--- config.mk ---
export PLATFORM = sky130hd
export DESIGN_NAME = multiport_register_file
export DESIGN_NICKNAME = d
export VERILOG_FILES = /design/src/rtl/multiport_register_file.sv
export SDC_FILE = /design/constraint.sdc
export NUM_CORES = 2
export LEC_CHECK = 0
export CAP_MARGIN = 15
export CORE_MARGIN = 8
export CORE_UTILIZATION = 65
export CTS_BUF_LIST = sky130_fd_sc_hd__clkbuf_8
export CTS_CLUSTER_SIZE = 12
export DETAILED_ROUTE_END_ITERATION = 8
export GPL_TIMING_DRIVEN = 1
export PLACE_DENSITY_LB_ADDON = 0.05
export SETUP_SLACK_MARGIN = 0.02
export SKIP_CTS_REPAIR_TIMING = 1
export SLEW_MARGIN = 20
export SYNTH_ARGS = -nofsm -noshare
export SYNTH_HDL_FRONTEND = slang
export SYNTH_SLANG_ARGS = --single-unit
--- constraint.sdc ---
create_clock -name clk_i -period 4 [get_ports clk_i]
set_clock_uncertainty 0.1 [all_clocks]
set_input_delay 0.8 -clock clk_i [delete_from_list [all_inputs] [get_ports clk_i]]
set_output_delay 0.8 -clock clk_i [all_outputs]
set_load 0.02 [all_outputs]
--- src/rtl/multiport_register_file.sv ---
// Multiported architectural register file with write bypass and PC alias.
// PC_IDX has no storage; writes to it leave as a registered redirect pulse.
module multiport_register_file #(
  parameter int DATA_W     = 32,
  parameter int NUM_REGS   = 16,
  parameter int ADDR_W     = 4,
  parameter int NUM_RD     = 3,
  parameter int NUM_WR     = 2,
  parameter int PC_IDX     = 15,
  parameter int PC_OFFSET  = 8,
  parameter int RESET_MODE = 1
) (
  input  logic                     clk_i,
  input  logic                     reset_i,
  input  logic                     rd_en_i,
  input  logic [NUM_RD*ADDR_W-1:0] rd_addr_i,
  input  logic [NUM_WR-1:0]        wr_en_i,
  input  logic [NUM_WR*ADDR_W-1:0] wr_addr_i,
  input  logic [NUM_WR*DATA_W-1:0] wr_data_i,
  input  logic [DATA_W-1:0]        pc_i,
  output logic [NUM_RD*DATA_W-1:0] rd_data_o,
  output logic                     pc_wr_valid_o,
  output logic [DATA_W-1:0]        pc_wr_data_o
);

  localparam int NPHYS = NUM_REGS - 1;
  localparam logic [ADDR_W-1:0] PC_A = ADDR_W'(PC_IDX);

  logic [DATA_W-1:0] regs_q [NPHYS];
  logic [DATA_W-1:0] regs_d [NPHYS];

  logic [NUM_RD*DATA_W-1:0] rd_q, rd_d;
  logic                     pc_vld_q, pc_vld_d;
  logic [DATA_W-1:0]        pc_dat_q, pc_dat_d;
  logic [DATA_W-1:0]        pc_rd;

  logic [ADDR_W-1:0] wa [NUM_WR];
  logic [DATA_W-1:0] wd [NUM_WR];
  logic [ADDR_W-1:0] ra [NUM_RD];
  logic [DATA_W-1:0] rv [NUM_RD];

  // Architectural index to storage slot: indices above PC_IDX shift down.
  function automatic logic [ADDR_W-1:0] phys(input logic [ADDR_W-1:0] a);
    return (a > PC_A) ? a - 1'b1 : a;
  endfunction

  assign pc_rd = pc_i + DATA_W'(PC_OFFSET);

  for (genvar w = 0; w < NUM_WR; w++) begin : g_wr
    assign wa[w] = wr_addr_i[w*ADDR_W +: ADDR_W];
    assign wd[w] = wr_data_i[w*DATA_W +: DATA_W];
  end

  always_comb begin
    regs_d   = regs_q;
    pc_vld_d = 1'b0;
    pc_dat_d = pc_dat_q;
    for (int w = 0; w < NUM_WR; w++) begin
      if (wr_en_i[w]) begin
        if (wa[w] == PC_A) begin
          pc_vld_d = 1'b1;
          pc_dat_d = wd[w];
        end else begin
          regs_d[phys(wa[w])] = wd[w];
        end
      end
    end
  end

  for (genvar r = 0; r < NUM_RD; r++) begin : g_rd
    assign ra[r] = rd_addr_i[r*ADDR_W +: ADDR_W];
    always_comb begin
      rv[r] = regs_q[phys(ra[r])];
      for (int w = 0; w < NUM_WR; w++) begin
        if (wr_en_i[w] && wa[w] == ra[r]) rv[r] = wd[w];
      end
      if (ra[r] == PC_A) rv[r] = pc_rd;
    end
  end

  always_comb begin
    rd_d = rd_q;
    if (rd_en_i) begin
      for (int r = 0; r < NUM_RD; r++) rd_d[r*DATA_W +: DATA_W] = rv[r];
    end
  end

  always_ff @(posedge clk_i) begin
    if (!reset_i) begin
      for (int p = 0; p < NPHYS; p++) begin
        if (RESET_MODE == 1)
          regs_q[p] <= DATA_W'((p < PC_IDX) ? p : p + 1);
        else
          regs_q[p] <= '0;
      end
      rd_q     <= '0;
      pc_vld_q <= 1'b0;
      pc_dat_q <= '0;
    end else begin
      regs_q   <= regs_d;
      rd_q     <= rd_d;
      pc_vld_q <= pc_vld_d;
      pc_dat_q <= pc_dat_d;
    end
  end

  assign rd_data_o     = rd_q;
  assign pc_wr_valid_o = pc_vld_q;
  assign pc_wr_data_o  = pc_dat_q;

endmodule

## Yosys cells after proc, flatten, opt, wreduce, memory -nomap -nowiden

Index checks and enable logic that the tools add are counted.

- Add/subtract/negate cells: 6
- $lt $le $gt $ge: 12
- Equality and inequality tests: 11
- Muxes and demuxes: 41
- Bitwise gates (word level): 5
- Reduce and logical (&&, ||, !) cells: 8

Operator list:

| operator | count |
|---|---|
| 2-to-1 mux 480 bit | 4 |
| bitwise mux 480 bit | 2 |
| 2-to-1 mux 32 bit | 21 |
| binary-select mux 32 bit (select 4 bit) | 3 |
| demux 32 bit (select 4 bit) | 2 |
| adder 32 x 4 -> 32 bit, second input constant | 1 |
| >= comparator 5 bit, second input constant | 5 |
| NOT 4 -> 5 bit | 5 |
| equality test 4 bit | 6 |
| equality test 4 bit, second input constant | 5 |
| greater-than comparator 4 bit, second input constant | 5 |
| 2-to-1 mux 4 bit | 5 |
| subtractor 4 x 1 -> 4 bit, second input constant | 5 |
| < comparator 5 x 1 -> 1 bit, second input constant | 2 |
| logical AND 1 bit | 8 |
| 2-to-1 mux 1 bit | 4 |

- Register bits: 609
- Word-level logic and storage cells: 101

## Depth between registers and ports, before layout

- Depth after elaboration: 13
- Gate-level depth with buffers: 11
- Depth with buffers taken out: 7

## Worst setup path before layout

OpenSTA, ideal clock, no wires.

- Kind: input to register
- Start point: in rd_addr_i[4]
- End point: reg rd_q[43] (netlist: rd_data_o[43])
- Arrival time: 2.541 ns
- Data required time: 3.769 ns
- Slack: 1.228 ns
- Stages: 9
- Cell sequence: buf_2 -> buf_4 -> buf_6 -> buf_2 -> mux2i_1 -> o21ai_0 -> mux4_2 -> a21boi_0 -> o22ai_1

- Word-level cells in the longest chain between the ends: 9

RTL lines:

| what | line | text |
|---|---|---|
| from (decl) | 16 | `input logic [NUM_RD*ADDR_W-1:0] rd_addr_i,` |
| subtractor 4 x 1 -> 4 bit / greater-than comparator 4 bit (equally long branches) | 44 | `return (a > PC_A) ? a - 1'b1 : a;` |
| 2-to-1 mux 4 bit | 44 |  |
| NOT 4 -> 5 bit (not written as such) | 73 | `rv[r] = regs_q[phys(ra[r])];` |
| binary-select mux 32 bit (select 4 bit) | 73 |  |
| 2-to-1 mux 32 bit (not written as such) (2 in series) | 73 |  |
| 2-to-1 mux 32 bit (2 in series) | 75 | `if (wr_en_i[w] && wa[w] == ra[r]) rv[r] = wd[w];` |
| 2-to-1 mux 32 bit * | 77 | `if (ra[r] == PC_A) rv[r] = pc_rd;` |
| to (signal assigned) | 101 | `rd_q <= rd_d;` |
| to (decl) | 32 | `logic [NUM_RD*DATA_W-1:0] rd_q, rd_d;` |

Mark *: on every way between the ends. The rest lies on a longest branch, timed or not. The select of a mux whose other input is x is not followed.
A chain may end at the register's enable or synchronous reset.

## Worst setup path in the final report

- Start point: in wr_addr_i[1]
- End point: reg rd_q[4] (netlist: rd_data_o[4])

- Word-level cells in the longest chain between the ends: 5

RTL lines:

| what | line | text |
|---|---|---|
| from (decl) | 18 | `input logic [NUM_WR*ADDR_W-1:0] wr_addr_i,` |
| equality test 4 bit | 75 |  |
| logical AND 1 bit | 75 |  |
| 2-to-1 mux 32 bit (2 in series) | 75 |  |
| 2-to-1 mux 32 bit | 77 |  |

Every way passes these cells.

==> flow_summary.toml <==
[status]
outcome = "complete, but fails checks"
violations = "design-rule violations"

[drt]
num_vias = 42463
routed-wl-met2_mm = 72.8
detail_route.wl_per_cell_um = 34.6
wirelength_mm = 187
ant_nets = 0
dr.first_iter.drc_count = 8405
drtPass1Iterations = 9
met1_length_mm = 63.7
wl_met3_mm = 36.2
top_layer = "met5"
drc = 12
via_per_inst = 7.86

[sta]
maxSlewHeadroom_pct = 13.9
rsz0062_at_grt = "no"
slew_violations = 0
finalCritPeriodShare_pct = 95.6
fin_ws_ns = 0.175
tightest_slew_ns = 1.28
finalCriticalPeriod_ns = 3.83
finalSetupViolCount = 0
fin_worst_hold_slack_ns = 0.354
hold_viol_final = 0
max_freq_ghz = 0.261
tns_ns = 0

[worst_setup_path]
worstPathRequired_ns = 4.59
critPathMaxStageDelay_ns = 1.09
worstSetupStartpointType = "input pin"
crit_type = "in2reg"
crit_chain = "clkdlybuf4s50_1 > xnor2_1 > and4_1 > a21oi_4 > buf_4 > o21ai_0 > nor3_1 > o221a_2"
end_kind = "flop"
critPathSlowestCell = "nor3_1"
cp.arrival_ns = 4.41
critPathMaxFanout = 6

[floorplanning]
design.die.area_sq_um = 71600
start_util_pct = 65.4
rows = 92
core-area_sq_um = 62900
pin_count = 250
die_h_um = 268
die_x_um = 268

[synth]
synth-simple-area-share_pct = 11.0
synth_xor_area_share_pct = 1.09
yosysMostFrequentCell = "dfxtp_1"
synthMuxAreaShare_pct = 31.5
netlist.area_leader.share_pct = 29.6
ys_top_cells_by_count = "dfxtp_1 (609), mux2i_1 (561), nor2_1 (553)"
synth-main-ff-cell = "dfxtp_1"
ys_seq_area_share_pct = 29.6
async_reset_ff_share_pct = 0
yosys_warnings = 0
synth_nets = 4526
synthAdderAreaFrac_pct = 0.0304
yosysTopAreaCell = "dfxtp_1"
synth_edf_count = 0
synth_top_family_by_area = "multiplexers"
synth-seq-cells = 609
yosysUniqueCellTypes = 78
syn_inst = 4404
synth_compound_area_share_pct = 20.5
ys_top_cells_by_area = "dfxtp_1 (30%), mux4_2 (17%), mux2i_1 (14%), a211oi_1 (8.3%), nor2_1 (5.0%)"
avgSynthCellArea_sq_um = 9.34
synth_area_sq_um = 41100

[place]
gp_congestion = 1.03
place_hpwl_mm = 123
io_buffer_count = 249
pre_cts_ws_ns = 0.0325

[global_route]
gr-total-overflow = 0
grt_pass1_vias = 39542
antenna_found_initial = 12
grt_pass1_wl_mm = 268
grt_usage_pct = 50.2
grt_max_degree = 176

[final_layout]
nNetsFinal = 4596
layout-drive-gt1-share_pct = 18.7
area_growth_pct = 14.3

[power_and_ir_drop]
ir_drop_mv = 0.264
power_uw = 15500
power_density_nw_per_um2 = 329
leakage_uw = 0.0172

[cts]
cts_buffers = 103
cts_tree = "done"
h-tree-depth = 3
cts_root_buf = "clkbuf_8"
cts_max_path_buffers = 3
clk_latency_ns = 0.76
numClockSinks = 609
clk_pin_slew_worst_paths_ns = 0.06

[run]
cap_violations = 0

[hold_path]
min_path_type = "reg2reg"
critical path: cells and delay by family:
family	cells	cell delay (ns)
and+or+nand+nor	2	1.39
buffers and inverters	2	1.18
AOI/OAI and AO/OA	3	0.83
xor gates and xnor gates	1	0.21
metal layers:
layer	up-vias	global-route usage [%]
met5	-	0.762
met4	12	29.8
met2	4466	68.1
li1	16950	-
met3	1092	26.2
met1	19943	62.7
layout by cell type (no fill, tap or decap), types with 11 or more instances in the layout:
master	synthesis	layout
a211oi_1	452	452
a21o_1	15	15
a21oi_1	100	100
a221o_1	14	14
a221oi_1	22	22
a22o_1	18	18
a22oi_1	42	42
a311oi_1	66	66
a31oi_1	38	38
and3_1	11	11
buf_12	0	39
buf_4	20	250
clkbuf_8	0	134
clkdlybuf4s50_1	0	236
clkinv_2	0	16
dfxtp_1	609	609
inv_1	9	32
mux2_2	20	20
mux2i_1	561	561
mux4_2	312	312
nand2_1	293	280
nand2_2	0	13
nand3_1	84	77
nand4_1	19	19
nor2_1	553	545
nor2b_1	28	25
nor3_1	24	23
o211ai_1	25	25
o21ai_0	241	241
o221ai_1	44	44
o22ai_1	16	16
o2bb2ai_1	33	33
xnor2_1	32	32
xor2_1	19	19
power breakdown:
group          switching (uW)  leakage, uW  internal, uW
registers                 229      0.00495          6300
clock network            2840      0.00118          3080
logic                    1900       0.0111          1140
total                    4970       0.0172         10500
cell type report:
| cell class | count | area [sq um] |
|---|---|---|
| clock inverters | 48 | 287 |
| diodes | 4 | 10.0 |
| flip-flops and latches | 609 | 12200 |
| multi-input cells | 3214 | 26500 |
| clock buffers | 132 | 1820 |
| well taps | 846 | 1060 |
| fillers | 4642 | 15800 |
| inverters | 12 | 52.6 |
| repair buffers | 534 | 5090 |
registers in the layout, summed over array words and instances (netlist names):
signal         flops
pc_wr_valid_o      1
pc_wr_data_o      32
rd_data_o         96
regs_q           480
per-stage QoR:
stage	utilization [%]	instance area, sq um	std cells
2_1_floorplan	-	41100	4404
3_3_place_gp	71.5	44900	5215
3_5_place_dp	71.5	44900	5215
4_1_cts	74.8	47000	5395
5_1_grt	74.8	47000	5396
6_report	74.8	47000	5399
logic make-up (layout without fill, tap and decap cells):
group	after synthesis	count (layout)
other	0	4
multiplexers	897	897
XOR/XNOR	51	51
flip-flops	609	609
AO/OA/AOI/OAI	1196	1196
buffers and inverters	581	726
AND/OR/NAND/NOR	1069	1069
adder cells (fa/ha/maj)	1	1
path summary, 6_finish.rpt:
kind / endpoint / slack [ns] / cells after the start / startpoint
worst min register to register: rd_data_o[82] / 0.35 / 2 / rd_data_o[82]
worst max register to register: rd_data_o[4] / 1.52 / 6 / regs_q[292]
worst min-delay path: rd_data_o[82] / 0.35 / 2 / rd_data_o[82]
worst max-delay path: rd_data_o[4] / 0.17 / 8 / wr_addr_i[1]
Note: power is estimated with default switching activity, not from simulation.
